[src/rtl/cmp_pkg.sv]
// Shared definitions for the comparator family.
//   cmp_state_e  : IDLE / RUN / DONE sequencing state
//   CMP_DIG_W    : width of one comparator digit (bits)
//   is_one_hot3  : true when an {eq,lt,gt} flag triple has exactly one bit set
package cmp_pkg;

  localparam int CMP_DIG_W = 2;

  typedef enum logic [1:0] {
    IDLE = 2'd0,
    RUN  = 2'd1,
    DONE = 2'd2
  } cmp_state_e;

  function automatic logic is_one_hot3(input logic eq, input logic lt, input logic gt);
    logic [2:0] w_flags;
    w_flags = {eq, lt, gt};
    return (w_flags == 3'b100) || (w_flags == 3'b010) || (w_flags == 3'b001);
  endfunction

endpackage

[src/rtl/digit_serial_cmp_seq.sv]
// Sequential magnitude resolver for digit-serial compares.
// Consumes per-digit eq/lt/gt flags (MSB digit first) from a 2-bit comparator
// and resolves the multi-digit verdict. The first non-equal digit decides; later
// digits are still consumed so the upstream stays digit-aligned.
// Ports:
//   clk, rst_n                 clock, async active-low reset
//   start                      begin a compare (sampled in IDLE only)
//   dig_valid, dig_ready       per-digit handshake
//   dig_eq, dig_lt, dig_gt     upstream digit flags
//   busy                       compare in progress (RUN or DONE)
//   done                       one-cycle result-valid pulse
//   res_eq, res_lt, res_gt     final verdict, held until next start
//   err                        sticky: a non-one-hot digit was accepted
module digit_serial_cmp_seq
  import cmp_pkg::*;
#(
  parameter int NUM_DIGITS = 4
) (
  input  logic clk,
  input  logic rst_n,
  input  logic start,
  input  logic dig_valid,
  input  logic dig_eq,
  input  logic dig_lt,
  input  logic dig_gt,
  output logic dig_ready,
  output logic busy,
  output logic done,
  output logic res_eq,
  output logic res_lt,
  output logic res_gt,
  output logic err
);

  localparam int CNT_W = (NUM_DIGITS > 1) ? $clog2(NUM_DIGITS) : 1;
  localparam logic [CNT_W-1:0] LAST_CNT = CNT_W'(NUM_DIGITS - 1);

  cmp_state_e       r_state;
  cmp_state_e       w_state_nxt;
  logic [CNT_W-1:0] r_cnt;
  logic             r_decided;
  logic             r_dir_lt;
  logic             r_dir_gt;
  logic             r_res_eq;
  logic             r_res_lt;
  logic             r_res_gt;
  logic             r_err;

  logic w_accept;
  logic w_well_formed;
  logic w_last;
  logic w_take;
  logic w_fin_lt;
  logic w_fin_gt;

  assign dig_ready = (r_state == RUN);
  assign busy      = (r_state != IDLE);
  assign done      = (r_state == DONE);
  assign res_eq    = r_res_eq;
  assign res_lt    = r_res_lt;
  assign res_gt    = r_res_gt;
  assign err       = r_err;

  assign w_accept      = dig_ready & dig_valid;
  assign w_well_formed = is_one_hot3(dig_eq, dig_lt, dig_gt);
  assign w_last        = (r_cnt == LAST_CNT);

  // A malformed digit counts as equal, so it can never decide the verdict.
  assign w_take   = ~r_decided & w_well_formed & (dig_lt | dig_gt);

  // Verdict including the digit being accepted now (the last digit may decide).
  assign w_fin_lt = r_decided ? r_dir_lt : (w_take & dig_lt);
  assign w_fin_gt = r_decided ? r_dir_gt : (w_take & dig_gt);

  // NOTE: sequential state uses non-blocking assignments so every register
  // samples pre-edge values regardless of statement order.
  always_ff @(posedge clk or negedge rst_n) begin
    if (!rst_n) begin
      r_state <= IDLE;
    end else begin
      r_state <= w_state_nxt;
    end
  end

  // NOTE: next state is defaulted first so no path through the case leaves it
  // unassigned, which would infer a latch.
  always_comb begin
    w_state_nxt = r_state;
    unique case (r_state)
      IDLE:    if (start) w_state_nxt = RUN;
      RUN:     if (w_accept && w_last) w_state_nxt = DONE;
      DONE:    w_state_nxt = IDLE;
      default: w_state_nxt = IDLE;
    endcase
  end

  always_ff @(posedge clk or negedge rst_n) begin
    if (!rst_n) begin
      r_cnt     <= '0;
      r_decided <= 1'b0;
      r_dir_lt  <= 1'b0;
      r_dir_gt  <= 1'b0;
      r_res_eq  <= 1'b0;
      r_res_lt  <= 1'b0;
      r_res_gt  <= 1'b0;
      r_err     <= 1'b0;
    end else begin
      unique case (r_state)
        IDLE: begin
          if (start) begin
            r_cnt     <= '0;
            r_decided <= 1'b0;
            r_dir_lt  <= 1'b0;
            r_dir_gt  <= 1'b0;
            r_res_eq  <= 1'b0;
            r_res_lt  <= 1'b0;
            r_res_gt  <= 1'b0;
            r_err     <= 1'b0;
          end
        end
        RUN: begin
          if (w_accept) begin
            if (!w_well_formed) r_err <= 1'b1;
            if (w_take) begin
              r_decided <= 1'b1;
              r_dir_lt  <= dig_lt;
              r_dir_gt  <= dig_gt;
            end
            if (w_last) begin
              r_res_lt <= w_fin_lt;
              r_res_gt <= w_fin_gt;
              r_res_eq <= ~(w_fin_lt | w_fin_gt);
            end else begin
              r_cnt <= r_cnt + CNT_W'(1);
            end
          end
        end
        default: ;
      endcase
    end
  end

endmodule

[config.mk]
export PLATFORM = sky130hd
export DESIGN_NAME = digit_serial_cmp_seq
export DESIGN_NICKNAME = d
export VERILOG_FILES = /design/src/rtl/cmp_pkg.sv /design/src/rtl/digit_serial_cmp_seq.sv
export SDC_FILE = /design/constraint.sdc
export NUM_CORES = 1
export LEC_CHECK = 0
export CAP_MARGIN = 10
export CORE_AREA = 3 3 40 42
export CTS_BUF_LIST = sky130_fd_sc_hd__clkbuf_4 sky130_fd_sc_hd__clkbuf_8
export CTS_CLUSTER_SIZE = 20
export DETAILED_ROUTE_END_ITERATION = 6
export DIE_AREA = 0 0 43 45
export GPL_TIMING_DRIVEN = 0
export HOLD_SLACK_MARGIN = 0.02
export PLACE_DENSITY = 0.72
export SKIP_CTS_REPAIR_TIMING = 1
export SLEW_MARGIN = 20
export SYNTH_ARGS = -nofsm -noshare
export SYNTH_HDL_FRONTEND = slang
export SYNTH_SLANG_ARGS = --single-unit
[constraint.sdc]
create_clock -name clk -period 1.7 [get_ports clk]
set_input_delay 0.17 -clock clk [delete_from_list [all_inputs] [get_ports clk]]
set_output_delay 0.17 -clock clk [all_outputs]
set_load 0.01 [all_outputs]
## Yosys cells after proc, flatten, opt, wreduce, memory -nomap -nowiden

Cells that the tools add are included.

- Add/subtract/negate cells: 1
- Eq/ne operators: 13
- Muxes and demuxes: 31
- Bitwise operators: 9
- Reduce and logical (&&, ||, !) cells: 11

Operator list:

| kind | number |
|---|---|
| $mux 1 | 17 |
| $reduce_and 4->1 | 4 |
| $pmux 1 s2 | 7 |
| $mux 2 | 5 |
| $ne 2x1->1 const B | 4 |
| $pmux 2 s2 | 2 |
| $ne 2x2->1 const B | 3 |
| $and 1x1->1 | 5 |
| $eq 2x2->1 const B | 2 |
| $reduce_bool 2->1 | 2 |
| $eq 3x1->1 const B | 1 |
| $eq 3x2->1 const B | 1 |
| $eq 3x3->1 const B | 1 |
| $add 2x1->2 const B | 1 |
| $eq 2x1->1 const B | 1 |
| $logic_not 2->1 | 1 |
| $logic_or 1x1->1 | 2 |
| $not 1->1 | 2 |
| $or 1x1->1 | 2 |
| $reduce_and 2->1 | 1 |
| $logic_and 1x1->1 | 1 |

- Bits in registers: 11
- Bits of input ports: 7
- Output and inout bits: 7
- Logic and storage cells: 74

## Longest topological paths before layout

- Word-level depth: 12
- Mapped depth: 4
- Mapped depth without buffers: 4

## Worst setup path after synthesis

OpenSTA, ideal clock, no wires.

- Kind: reg-to-reg
- Start: reg r_state[1]
- End: reg r_decided
- Library setup time: 0.121 ns
- Arrival: 1.192 ns
- Data required time: 1.579 ns
- Path slack: 0.387 ns
- Cell stages (with the launch flop): 4
- Path buffers: 1
- Clock period less this slack: 1.313 ns
- Path through: dfrtp_1 -> or3b_1 -> buf_6 -> a22o_2

- Word-level cells in the longest chain between the ends: 4
- Elaborated cells between the ends (all ways): 9
- Those cells by class: eq/ne: 4; mux: 1; bitwise: 1; reduce/logical: 3

Ends and longest elaborated chain:

| element | line | text |
|---|---|---|
| start, declared | digit_serial_cmp_seq.sv:38 | `cmp_state_e r_state;` |
| start signal, assigned | digit_serial_cmp_seq.sv:81 | `r_state <= w_state_nxt;` |
| $eq 2x1->1 | digit_serial_cmp_seq.sv:56, digit_serial_cmp_seq.sv:108 |  |
| $and 1x1->1 | digit_serial_cmp_seq.sv:64 | `assign w_accept = dig_ready & dig_valid;` |
| $ne 2x1->1 (no line) | n/a |  |
| $reduce_and 4->1 (no line) | n/a |  |
| end signal, assigned | digit_serial_cmp_seq.sv:100 | `r_decided <= 1'b0;` |
| end signal, assigned | digit_serial_cmp_seq.sv:112 | `r_decided <= 1'b0;` |
| end signal, assigned | digit_serial_cmp_seq.sv:125 | `r_decided <= 1'b1;` |
| end, declared | digit_serial_cmp_seq.sv:41 | `logic r_decided;` |

Several ways; a longest one is shown, not always the timed one.
A chain may end at the register's enable or synchronous reset.

## Worst setup path after layout

- Start: reg r_state[0]
- End: out busy

- Word-level cells in the longest chain between the ends: 1

Ends and longest elaborated chain:

| element | line | text |
|---|---|---|
| $reduce_bool 2->1 | digit_serial_cmp_seq.sv:57 | `assign busy = (r_state != IDLE);` |
| end, declared | digit_serial_cmp_seq.sv:27 | `output logic busy,` |

No other way between the ends.

==> flow_summary_export.csv <==
group,metric,value,unit
worst_setup_path,critical_path_required,1.53,ns
floorplan,fp.dieArea,1940,um2
sta,rsz0062_at_grt,"false",
pwr,pwr-share-seq,39.1,%
floorplan,die_x,43,um
detailed_routing,drtPass1Iterations,2,
sta,slew-limit-headroom,67.0,%
worst_setup_path,worst-path-buf-inv,1,
worst_setup_path,path_depth,2,
detailed_routing,avgViaCountPerCell,5.25,
finish,fin_nets,85,
sta,finalMaxSlewViolations,0,
synthesis,ys_ff_latch,11,
worst_setup_path,r2r_setup_slack,0.23,ns
pwr,p_switching,0.395,mW
worst_setup_path,max_stage_delay,0.48,ns
floorplan,die_h,45,um
worst_setup_path,startpoint,"r_state[0]$_DFFE_PN0P_",
finish,syn_to_final_growth,33.5,%
finish,fin_cells,91,
clock_network,cts_root_buf,"clkbuf_4",
clock_network,clk_path_buf_depth,2,
finish,ff_latch_area,278,um2
worst_setup_path,rr_endpoint,"r_decided$_DFFE_PN0P_",
detailed_routing,drc,0,
synthesis,synthDistinctLibCells,24,
detailed_routing,wirelength,1170,um
clock_network,cts_sinks,11,
detailed_routing,dr_wl_met3,56,um
pwr,power_frac_clock,15.6,%
synthesis,syn_avg_cell_area,10.4,um2
floorplan,num_rows,13,
floorplan,core,1280,um2
hold_path,hp-class,"input port to async pin",
worst_setup_path,critPathSlowestCell,"clkdlybuf4s50_1",
sta,setup_viol,0,
clock_network,cts_tree,"yes",
worst_setup_path,critPathMaxFanout,7,
sta,fmax,608,MHz
pwr,ir_drop,0.000899,V
worst_setup_path,worstPathArrival,1.47,ns
global_route,overflow,0,
finish,multi_input_area,292,um2
global_route,grt_pass1_wl,2100,um
job,drv_cap,0,
floorplan,start_util,46.0,%
synthesis,syn_inst,57,
placed_design,place_congestion,0.772,
detailed_routing,drt_iter0_drc,2,
worst_setup_path,worstSetupPathType,"register to output port",
placed_design,dp.cells,85,
global_route,grt_pass1_vias,459,
floorplan,io_pins,14,
global_route,grt_antenna_before_repair,0,
finish,diodes,0,
detailed_routing,met1Wirelength,585,um
worst_setup_path,critical_path.top_delay_family,"buffers and inverters",
pwr,totalPowerFinal,1.12,mW
finish,finalInstanceArea,788,um2
pwr,powerDensity,1420,nW/um2
worst_setup_path,worstSetupEndpoint,"busy",
synthesis,syn-num-nets,65,
worst_setup_path,worst_setup_path_start_kind,"register",
worst_setup_path,crit_chain,"or2_2 -> clkdlybuf4s50_1",
pwr,switching_share,35.3,%
finish,final_layout_size_suffix_gt1_share,18.4,%
detailed_routing,wl_per_cell,12.8,um
detailed_routing,vias,478,
status,status,"finished clean",
pwr,p_int,0.724,mW
detailed_routing,dr_wl_met2,513,um
synthesis,ys_seq_area_share,46.6,%
worst_setup_path,r2r_cells,4,
worst_setup_path,end_kind,"output port",
synthesis,yosysWarningCount,0,
clock_network,cts-buffers-inserted,3,
sta,period_share,96.7,%
sta,clock_skew,0.00674,ns
pwr,power_leakage,0.350,nW
clock_network,clk_pin_slew_worst_paths,0.08,ns
placed_design,post_dp_cell_area,739,um2
clock_network,clock_latency,0.26,ns
placed_design,hpwl,851,um
synthesis,netlist_area,591,um2
global_route,grt.total_usage,14.4,%
worst_setup_path,r2r_start,"r_state[1]$_DFFE_PN0P_",
finish,fillers,128,
detailed_routing,detail-route-antenna-nets,0,
sta,fin_crit,1.64,ns
clock_network,htreeDepth,1,
sta,worst_pin_slew,0.489,ns
placed_design,port_buffers,13,
pwr,combPwrFrac,45.3,%
sta,finalHoldViolations,0,
detailed_routing,top_layer_used,"met4",
global_route,grt_max_degree,12,
power groups by stage:
stage                     registers [mW]  logic, mW  clock network, mW
after floorplan                    0.437      0.301                  0
after global placement             0.434      0.486                  0
after detailed placement           0.443      0.495                  0
after CTS                          0.437      0.498              0.181
after global routing               0.455      0.567              0.193
final                              0.438      0.507              0.174
cell type report:
cell class	instances	share of cell area [%]
Buffer	3	2.70
Clock buffer	3	2.86
Clock inverter	1	0.635
Inverter	1	0.476
Multi-Input combinational cell	42	37.0
Sequential cell	11	35.2
Tap cell	15	2.38
Timing Repair Buffer	15	18.7
registers in the layout, summed over array words and instances (netlist names):
name       count
r_cnt          2
r_state        2
err            1
r_decided      1
r_dir_gt       1
r_dir_lt       1
res_eq         1
res_gt         1
res_lt         1
synth_stat cells (all sizes together):
master,instances,share of area (%)
mux2i,4,6.8
nor2b,2,2.1
nand3,3,2.5
or3b,2,3.0
a22o,1,1.7
nand2,11,7.0
o21ai,5,4.2
nor4bb,1,1.7
nand4b,1,1.5
or2,1,1.1
nor4b,2,5.5
a21oi,1,0.85
nor2,1,0.63
o31ai,1,1.3
clkbuf,2,1.5
o21a,2,2.5
inv,1,0.63
dfrtp,11,47
o2111a,1,1.9
xnor2,2,3.0
buf,1,1.9
ha,1,2.1
worst min path at each step:
stage               slack [ns]            startpoint              endpoint
global placement          0.47  r_cnt[0]$_DFFE_PN0P_  r_cnt[0]$_DFFE_PN0P_
global route              0.25                 rst_n  r_cnt[1]$_DFFE_PN0P_
floorplan                -0.13                 rst_n       err$_DFFE_PN0P_
detailed placement        0.48       err$_DFFE_PN0P_       err$_DFFE_PN0P_
finish                    0.23                 rst_n  r_cnt[1]$_DFFE_PN0P_
CTS                       0.24                 rst_n  r_cnt[1]$_DFFE_PN0P_
per-layer routing:
| layer | vias to the layer above | global-route usage, % |
|---|---|---|
| li1 | 238 | - |
| met1 | 227 | 21.7 |
| met2 | 11 | 19.5 |
| met3 | 2 | 3.98 |
| met4 | 0 | 5.42 |
| met5 | - | 0 |
kinds of logic (layout without fill, tap and decap cells):
kind of cell | after synthesis | count (layout) | share of synthesized area (%)
AO/OA/AOI/OAI | 11 | 11 | 12.5
XOR/XNOR | 2 | 2 | 2.97
adder cells (fa/ha/maj) | 1 | 1 | 2.12
buffers and inverters | 4 | 23 | 4.02
flip-flops | 11 | 11 | 46.6
multiplexers | 4 | 4 | 6.78
AND/OR/NAND/NOR | 24 | 24 | 25.0
cell usage in the layout, fill, tap and decap left out, types with 2 or more instances in the layout:
cell type and instances:
dfrtp_2 2, xnor2_1 2, clkdlybuf4s50_1 12, or3b_1 2, o21a_1 2, dfrtp_1 9, nand3_1 3, clkbuf_4 3
buf_4 2, mux2i_1 4, nand2_1 11, clkbuf_2 2, o21ai_0 5, nor2b_1 2
stage by stage:
step,TNS (ns),hold slack (ns),worst slack [ns],util [%]
detailed placement,0,0.485,0.0973,57.5
global route,0,0.248,0.000109,61.3
CTS,-0.193,0.240,-0.193,59.7
floorplan,0,-0.126,0.387,-
finish,0,0.231,0.0559,61.3
global placement,0,0.471,0.139,57.5
Power figures use the tool's default switching activity.
